==> src/rtl/image_proc_frame_ctrl.sv <==
// rtl/image_proc_frame_ctrl.sv - frame sequencer: sensor timing alignment, pixel coordinates, frame-stable mode
// Gates sensor pixels into the Bayer/edge datapath and reports frame count and timing errors.
module image_proc_frame_ctrl #(
  parameter int H_ACTIVE     = 1280,
  parameter int V_ACTIVE     = 960,
  parameter int WARMUP_LINES = 2,
  parameter int MODE_W       = 2
) (
  input  logic              iCLK,
  input  logic              iRST,
  input  logic              iEN,
  input  logic              iFVAL,
  input  logic              iLVAL,
  input  logic [11:0]       iDATA,
  input  logic [MODE_W-1:0] iMODE,
  output logic [10:0]       oX_Cont,
  output logic [10:0]       oY_Cont,
  output logic [11:0]       oDATA,
  output logic              oDVAL,
  output logic              oMASK,
  output logic [MODE_W-1:0] oMODE,
  output logic [15:0]       oFrame_Cont,
  output logic              oBUSY,
  output logic [1:0]        oERR
);

  typedef enum logic [2:0] {IDLE, SYNC, WAIT_FRAME, ACTIVE, HBLANK} state_t;

  localparam logic [10:0] H_END  = 11'(H_ACTIVE);
  localparam logic [10:0] V_END  = 11'(V_ACTIVE);
  localparam logic [10:0] H_LAST = 11'(H_ACTIVE - 1);
  localparam logic [10:0] V_LAST = 11'(V_ACTIVE - 1);
  localparam logic [10:0] WARM   = 11'(WARMUP_LINES);

  state_t            state;
  logic              fvalD, lvalD;
  logic [MODE_W-1:0] modeMeta, modeSync;
  logic [10:0]       xCnt, yCnt;

  logic fvalRise, fvalFall, lvalRise, lvalFall;
  assign fvalRise = iFVAL & ~fvalD;
  assign fvalFall = ~iFVAL & fvalD;
  assign lvalRise = iLVAL & ~lvalD;
  assign lvalFall = ~iLVAL & lvalD;

  assign oBUSY = (state == ACTIVE) || (state == HBLANK);

  // Coordinates of the pixel present on iDATA this cycle; line/frame starts force X (and Y) to 0.
  logic        pixTake, pixInRange;
  logic [10:0] pixX, pixY;
  always_comb begin
    pixTake = 1'b0;
    pixX    = xCnt;
    pixY    = yCnt;
    case (state)
      WAIT_FRAME: if (iEN && fvalRise && iLVAL) begin
        pixTake = 1'b1;
        pixX    = '0;
        pixY    = '0;
      end
      ACTIVE: pixTake = !fvalFall && iLVAL;
      HBLANK: if (!fvalFall && lvalRise) begin
        pixTake = 1'b1;
        pixX    = '0;
      end
      default: ;
    endcase
    pixInRange = (pixX < H_END) && (pixY < V_END);
  end

  always_ff @(posedge iCLK or posedge iRST) begin
    if (iRST) begin
      state       <= IDLE;
      fvalD       <= 1'b0;
      lvalD       <= 1'b0;
      modeMeta    <= '0;
      modeSync    <= '0;
      xCnt        <= '0;
      yCnt        <= '0;
      oX_Cont     <= '0;
      oY_Cont     <= '0;
      oDATA       <= '0;
      oDVAL       <= 1'b0;
      oMASK       <= 1'b0;
      oMODE       <= '0;
      oFrame_Cont <= '0;
      oERR        <= '0;
    end else begin
      fvalD    <= iFVAL;
      lvalD    <= iLVAL;
      modeMeta <= iMODE;
      modeSync <= modeMeta;
      oDVAL    <= pixTake & iFVAL & pixInRange;

      case (state)
        IDLE:       if (iEN) state <= SYNC;
        SYNC:       if (!iFVAL) state <= WAIT_FRAME;
        WAIT_FRAME: begin
          if (!iEN) begin
            state <= IDLE;
          end else if (fvalRise) begin
            state <= ACTIVE;
            oMODE <= modeSync;
            xCnt  <= '0;
            yCnt  <= '0;
          end
        end
        ACTIVE: begin
          // Frame end wins over a coincident line end: no extra row is counted.
          if (fvalFall) begin
            state       <= WAIT_FRAME;
            oFrame_Cont <= oFrame_Cont + 16'd1;
          end else if (lvalFall) begin
            state <= HBLANK;
            yCnt  <= (yCnt < V_END) ? yCnt + 11'd1 : V_END;
            if (xCnt < H_END) oERR[0] <= 1'b1;
          end
        end
        HBLANK: begin
          if (fvalFall) begin
            state       <= WAIT_FRAME;
            oFrame_Cont <= oFrame_Cont + 16'd1;
          end else if (lvalRise) begin
            state <= ACTIVE;
            xCnt  <= '0;
          end
        end
        default: state <= IDLE;
      endcase

      if (pixTake) begin
        oDATA   <= iDATA;
        oX_Cont <= (pixX < H_END) ? pixX : H_LAST;
        oY_Cont <= (pixY < V_END) ? pixY : V_LAST;
        oMASK   <= pixY < WARM;
        xCnt    <= (pixX < H_END) ? pixX + 11'd1 : H_END;
        if (!pixInRange) oERR[1] <= 1'b1;
      end
    end
  end

endmodule

==> config.mk <==
export PLATFORM = sky130hd
export DESIGN_NAME = image_proc_frame_ctrl
export DESIGN_NICKNAME = d
export VERILOG_FILES = /design/src/rtl/image_proc_frame_ctrl.sv
export SDC_FILE = /design/constraint.sdc
export NUM_CORES = 1
export LEC_CHECK = 0
export ABC_AREA = 1
export CAP_MARGIN = 0
export CORE_AREA = 3 3 102 104
export DETAILED_ROUTE_END_ITERATION = 10
export DIE_AREA = 0 0 105 107
export PLACE_DENSITY = 0.68
export REMOVE_ABC_BUFFERS = 1
export SLEW_MARGIN = 5
export SYNTH_ARGS = -nofsm -noshare
export SYNTH_HDL_FRONTEND = slang
export SYNTH_SLANG_ARGS = --single-unit
export TNS_END_PERCENT = 5
==> constraint.sdc <==
create_clock -name iCLK -period 6.1 [get_ports iCLK]
set_input_delay 1.22 -clock iCLK [delete_from_list [all_inputs] [get_ports iCLK]]
set_output_delay 1.22 -clock iCLK [all_outputs]
set_load 0.05 [all_outputs]
==> metrics.md, run 1 <==
| Metric | Value |
|---|---|
| Outcome | complete, no violations |
| Max incr delay on CP | 0.81 ns |
| Crit path cell chain | inv_1, nand3_4, nand2_2, clkdlybuf4s50_1 |
| Worst Hold Class | flop to flop |
| Ys async rst share | 100% |
| CTS tree | yes |
| CP startpoint kind | flop |
| Worst-path cell with the longest stage delay | clkdlybuf4s50_1 |
| Global routing usage on met3 | 4.64% |
| Maximum VDD drop | 0.244 mV |
| Tcrit/Tclk final | 53.0% |
| Root buffer cell | clkbuf_8 |
| Sequential fraction of the synthesis area | 51.8% |
| Final min period | 3.23 ns |
| HP Start | modeMeta[0] |
| Final Slew Violations | 0 |
| GRT Residual Overflow | 0 |
| FILL cells | 924 |
| First-pass GRT wire length | 16300 um |
| Fraction of layout cells with a size suffix above 1 | 11.1% |
| Setup Skew | 0.00943 ns |
| Reg2reg setup slack | 3.85 ns |
| Worst-case reg-to-reg path depth | 13 |
| CTS buffer count | 9 |
| R2R Path End | xCnt[8] |
| Worst-Margin Slew | 0.731 ns |
| Drt total wl | 9420 um |
| Layout area overhead | 25.1% |
| WP data required | 4.88 ns |
| R2r startpoint | state[2] |
| Starting density of the core | 43.6% |
| Power Density | 475 nW/um2 |
| Final hold slack | 0.359 ns |
| Nets | 577 |
| Hpwl dp | 6860 um |
| CP max FO | 5 |
| Mean Syn Cell Area | 8.84 um2 |
| Kind of critical path | flop to output pin |
| Slew margin rel. | 51.3% |
| Critical path endpoint category | output pin |
| DP Cell Count | 677 |
| CTS Hold Bufs | 0 |
| Dpl ws | 2.52 ns |
| Die W | 105 um |
| Post-CTS Setup Bufs | 0 |
| Tot GR Track Use | 17.8% |
| Die Y | 107 um |
| Achievable Freq | 0.309 GHz |
| GP Congestion | 0.931 |
| Post-CTS sizing | 0 |
| Site row count | 36 |
| RSZ-0062 raised after global routing | false |
| Port Buffer Count | 75 |
| Setup TNS | 0 ns |
| Max cap viols | 0 |
| Pin count of the biggest net entering global routing | 60 |
| # DRC | 0 |
| Mapped Area | 4200 um2 |
| Post-synth EDFFs | 0 |
| Final std cells w/o fill | 693 |
| Die ar. | 11200 um2 |
| Hold Path End | modeSync[0] |
| Global route hottest layer | met2 |
| Ant diodes | 0 |
| FF/Latch Area | 2180 um2 |
| Via count | 3433 |
| CTS H-tree lvls | 3 |
| Initial antenna violation count | 0 |
| Most frequent cells in the layout | nand2_1, dfrtp_1, clkdlybuf4s50_1, nor2_1, inv_1 |
| GR Util met2 | 29.1% |
| Fin. Hold Viols | 0 |
| Cell variety after synth | 43 |
| Worst-path clk slew | 0.08 ns |
| Post-Synthesis Cells | 475 |
| Clk sink count | 87 |
| Area of the multi-input gates | 1730 um2 |
| I/O pin count | 76 |
| Setup Viol. Count Final | 0 |
| Critical Path AT | 2.01 ns |
| Most common cell after layout, fill and taps aside | nand2_1 |
| Drt pass-1 iters | 4 |
| Core region area | 9640 um2 |
| GR Util met1 | 23.3% |
| Drt via density | 4.95 |
| Final worst setup slack | 2.87 ns |
| Pleak | 2.56 nW |
| Post-detailed-route wirelength per cell | 13.6 um |
| Hold depth | 0 |
| Seq cells post-synth | 87 |
| Clock latency on the worst-skew pair | 0.35 ns |
| Top FF cell, synth | dfrtp_1 |
| Clk buf depth | 2 |
| Initial DRC Count | 166 |
| Ys Warns | 0 |
| Vias in the first global route | 3366 |
| ANT nets after route | 0 |
==> per-layer routing <==
| metal | vias to the layer above | wire length [um] |
|---|---|---|
| met4 | 0 | 70 |
| met2 | 105 | 4630 |
| met1 | 1629 | 4150 |
| li1 | 1692 | - |
| met3 | 7 | 561 |
| met5 | - | 0 |
==> how the worst max path moves through the flow <==
| stage | start | endpoint | slack (ns) | cells after the start |
|---|---|---|---|---|
| 2_1_floorplan | iRST | fvalD | 2.63 | 1 |
| 3_3_place_gp | iFVAL | xCnt[8] | 2.63 | 13 |
| 3_5_place_dp | iFVAL | xCnt[8] | 2.52 | 13 |
| 4_1_cts | state[2] | oBUSY | 2.84 | 4 |
| 5_1_grt | iFVAL | xCnt[8] | 2.62 | 14 |
| 6_report | state[2] | oBUSY | 2.87 | 4 |
==> cell families after synthesis <==
| family | synth area share [%] |
|---|---|
| adders and majority gates | 0.894 |
| xor gates and xnor gates | 3.34 |
| DFF | 51.8 |
| muxes | 0.536 |
| buffers and inverters | 6.88 |
| and+or+nand+nor | 27.9 |
| AOI/OAI and AO/OA | 8.61 |
==> registers in the layout, indices dropped and copies added, names as in the netlist <==
name	count
oY_Cont	11
oMASK	1
fvalD	1
oX_Cont	11
oERR	2
state	3
xCnt	11
modeMeta	2
modeSync	2
oMODE	2
lvalD	1
oDVAL	1
oFrame_Cont	16
oDATA	12
yCnt	11
==> power by group <==
group | leakage, nW | switching, mW | total, mW | internal, mW
combinational | 1.37 | 0.827 | 1.23 | 0.402
clock | 0.0849 | 0.211 | 0.372 | 0.160
sequential | 1.10 | 0.135 | 0.895 | 0.760
==> layout make-up <==
class / count / area share, %
Clock buffer: 10 / 2.62
Clock inverter: 6 / 0.858
Inverter: 61 / 4.45
Multi-Input combinational cell: 320 / 33.0
Sequential cell: 87 / 41.4
Tap cell: 133 / 3.17
Timing Repair Buffer: 76 / 14.4
==> synth_stat cells (4+ instances only) <==
cell / n / area (um2)
nand2_1: 111 / 417
o21ai_0: 16 / 80.1
a311oi_1: 4 / 35.0
nor2_1: 61 / 229
inv_2: 6 / 22.5
xnor2_1: 5 / 43.8
inv_1: 53 / 199
nand3_1: 18 / 90.1
o21ai_1: 7 / 35.0
nand2_4: 6 / 67.6
a21oi_1: 13 / 65.1
nand2_2: 6 / 37.5
xor2_1: 11 / 96.3
nand4_1: 9 / 56.3
a31oi_1: 4 / 25.0
nand3_2: 4 / 40.0
dfrtp_1: 87 / 2180
nor3_1: 8 / 40.0
nor2_4: 6 / 67.6
==> critical path, delay by kind of cell, from the launching register on <==
| family | cells | cell delay, ns |
|---|---|---|
| buf+inv | 2 | 0.97 |
| flops | 1 | 0.42 |
| simple gates | 2 | 0.27 |
==> stage by stage <==
stage | util, % | instance area, um2 | power, mW
after floorplan | - | 4140 | 1.74
after global placement | 52.6 | 5070 | 2.12
after detailed placement | 52.6 | 5070 | 2.14
after CTS | 54.5 | 5250 | 2.52
after global routing | 54.5 | 5250 | 2.66
final | 54.5 | 5250 | 2.50
Power figures use the tool's default switching activity.
==> run 2: changes to the inputs <==
--- a/config.mk
+++ b/config.mk
@@ -10,7 +10,7 @@
 export CORE_AREA = 3 3 102 104
 export DETAILED_ROUTE_END_ITERATION = 10
 export DIE_AREA = 0 0 105 107
-export PLACE_DENSITY = 0.68
+export PLACE_DENSITY = 0.71
 export REMOVE_ABC_BUFFERS = 1
 export SLEW_MARGIN = 5
 export SYNTH_ARGS = -nofsm -noshare
==> constraint.sdc (replaced) <==
create_clock -name iCLK -period 2.8 [get_ports iCLK]
set_input_delay 0.56 -clock iCLK [delete_from_list [all_inputs] [get_ports iCLK]]
set_output_delay 0.56 -clock iCLK [all_outputs]
set_load 0.05 [all_outputs]
==> run 2 against run 1 <==
  * Setup slack lost 2.7 ns
  * Clock power grew to 2.6 times the previous value
  * Critical path type unchanged
  * Combinational power grew 120%
  * Hold slack lost 0.0031 ns
  * Routed wire length grew 2.8%
==> metrics.md, run 2 (synthesized netlist as in run 1, its figures left out) <==
| Metric | Value |
|---|---|
| Drt pass-1 iters | 4 (unchanged) |
| First-pass GRT wire length | 16600 um (was 16300 um) |
| Cell Area, Placed | 5130 um2 (was 5070 um2) |
| Core region area | 9640 um2 (unchanged) |
| Critical Path AT | 2.03 ns (was 2.01 ns) |
| CP startpoint kind | flop (unchanged) |
| Worst-Margin Slew | 0.592 ns (was 0.731 ns) |
| Worst-path clk slew | 0.08 ns (about the same) |
| Fin. Hold Viols | 0 (unchanged) |
| Setup Viol. Count Final | 0 (unchanged) |
| Drt total wl | 9680 um (was 9420 um) |
| Initial antenna violation count | 0 (unchanged) |
| Worst Hold Class | flop to flop (unchanged) |
| Clk sink count | 87 (unchanged) |
| Hpwl dp | 7060 um (was 6860 um) |
| Nets | 584 (was 577) |
| Hold depth | 0 (unchanged) |
| Post-detailed-route wirelength per cell | 13.9 um (was 13.6 um) |
| FF/Latch Area | 2180 um2 (unchanged) |
| ANT nets after route | 0 (unchanged) |
| CTS Hold Bufs | 0 (unchanged) |
| CP max FO | 5 (unchanged) |
| Initial DRC Count | 170 (was 166) |
| Fraction of layout cells with a size suffix above 1 | 11.9% (was 11.1%) |
| Hold Path End | modeSync[0] (unchanged) |
| Critical path endpoint category | output pin (unchanged) |
| Clk buf depth | 2 (unchanged) |
| GP Congestion | 0.906 (was 0.931) |
| Die Y | 107 um (unchanged) |
| Vias in the first global route | 3381 (was 3366) |
| Final Slew Violations | 0 (unchanged) |
| Most frequent cells in the layout | nand2_1, dfrtp_1, clkdlybuf4s50_1, nor2_1, inv_1 (unchanged) |
| Slew margin rel. | 60.5% (was 51.3%) |
| CTS buffer count | 9 (unchanged) |
| Most common cell after layout, fill and taps aside | nand2_1 (unchanged) |
| Outcome | complete, no violations (unchanged) |
| Port Buffer Count | 75 (unchanged) |
| Die ar. | 11200 um2 (unchanged) |
| Tcrit/Tclk final | 92.4% |
| RSZ-0062 raised after global routing | false (unchanged) |
| Tot GR Track Use | 18.4% (was 17.8%) |
| Achievable Freq | 0.387 GHz |
| Final hold slack | 0.356 ns (was 0.359 ns) |
| Kind of critical path | flop to output pin (unchanged) |
| Final min period | 2.59 ns |
| Design area | 5350 um2 (was 5250 um2) |
| Post-CTS sizing | 0 (unchanged) |
| R2R Path End | xCnt[8] (unchanged) |
| Drt via density | 4.94 (was 4.95) |
| Via count | 3446 (was 3433) |
| HP Start | modeMeta[0] (unchanged) |
| Max cap viols | 0 (unchanged) |
| Site row count | 36 (unchanged) |
| Pin count of the biggest net entering global routing | 40 (was 60) |
| Starting density of the core | 43.6% (unchanged) |
| Die W | 105 um (unchanged) |
| Clock latency on the worst-skew pair | 0.36 ns (was 0.35 ns) |
| Ant diodes | 0 (unchanged) |
| Worst-case reg-to-reg path depth | 14 (was 13) |
| I/O pin count | 76 (unchanged) |
| Layout area overhead | 27.5% (was 25.1%) |
| GRT Residual Overflow | 0 (unchanged) |
| # DRC | 0 (unchanged) |
| Root buffer cell | clkbuf_8 (unchanged) |
| Tot Pwr | 5.63 mW (was 2.50 mW) |
| Area of the multi-input gates | 1730 um2 (unchanged) |
| Largest Register | oFrame_Cont (unchanged) |
| Power Density | 1050 nW/um2 (was 475 nW/um2) |
| Reg2reg setup slack | 0.66 ns (was 3.85 ns) |
| CTS tree | yes (unchanged) |
| Post-CTS Setup Bufs | 0 (unchanged) |
| Pleak | 2.62 nW (was 2.56 nW) |
| Setup Skew | 0.0120 ns (was 0.00943 ns) |
| Max reg flops | 16 (unchanged) |
| WP data required | 2.24 ns (was 4.88 ns) |
| CTS H-tree lvls | 3 (unchanged) |
| Largest regs | oFrame_Cont (16), oDATA (12) (unchanged) |
| R2r startpoint | state[2] (unchanged) |
| FILL cells | 902 (was 924) |
| Maximum VDD drop | 0.467 mV (was 0.244 mV) |
==> run 2: changes by cell type in the layout (fill, tap and decap cells not counted) <==
| cell | before | now |
|---|---|---|
| clkinvlp_4 | 3 | 1 |
| clkbuf_8 | 10 | 11 |
| buf_12 | 0 | 1 |
| buf_4 | 1 | 7 |
| bufinv_16 | 0 | 2 |
| clkinv_4 | 1 | 0 |
| clkinv_2 | 3 | 2 |
| inv_6 | 1 | 0 |
==> run 2: cell type report <==
cell class / instances / share of cell area, %
clock buffer: 11 / 2.83
multi-input combinational: 320 / 32.4
tap: 133 / 3.11
sequential: 87 / 40.7
clock inverter: 3 / 1.26
inverter: 61 / 4.37
timing repair buffer: 83 / 15.4
==> run 2: per-layer routing <==
layer,global-route usage [%],vias to the layer above,share of wire (%)
met3,3.79,15,4.2
met5,0,-,0
met4,7.22,0,1.8
li1,-,1714,-
met2,28.6,93,47
met1,25.3,1624,47
==> run 2: critical path: stages, from the launching register on <==
cell,delay [ns]
dfrtp_1,0.42
inv_1,0.17
nand3_4,0.15
nand2_2,0.13
clkdlybuf4s50_1,0.81
==> run 2: power by group <==
| group | switching, mW | internal (mW) |
|---|---|---|
| combinational | 1.82 | 0.891 |
| sequential | 0.292 | 1.66 |
| clock | 0.434 | 0.542 |
==> run 2: stage by stage <==
step                      std cells  worst slack, ns  setup TNS (ns)  utilization [%]
after global routing            698            0.136               0             55.5
after global placement          684            0.138               0             53.3
final                           698            0.214               0             55.5
after detailed placement        684           0.0534               0             53.3
after CTS                       698            0.201               0             55.5
after floorplan                 468          -0.0102          -0.887                -
==> run 2: worst max path at each step <==
stage / from / to / cells past startpoint
after global placement: iFVAL / xCnt[8] / 15
final: state[2] / oBUSY / 4
after global routing: state[2] / oBUSY / 4
after floorplan: iRST / fvalD / 1
after detailed placement: iFVAL / xCnt[8] / 15
after CTS: state[2] / oBUSY / 4
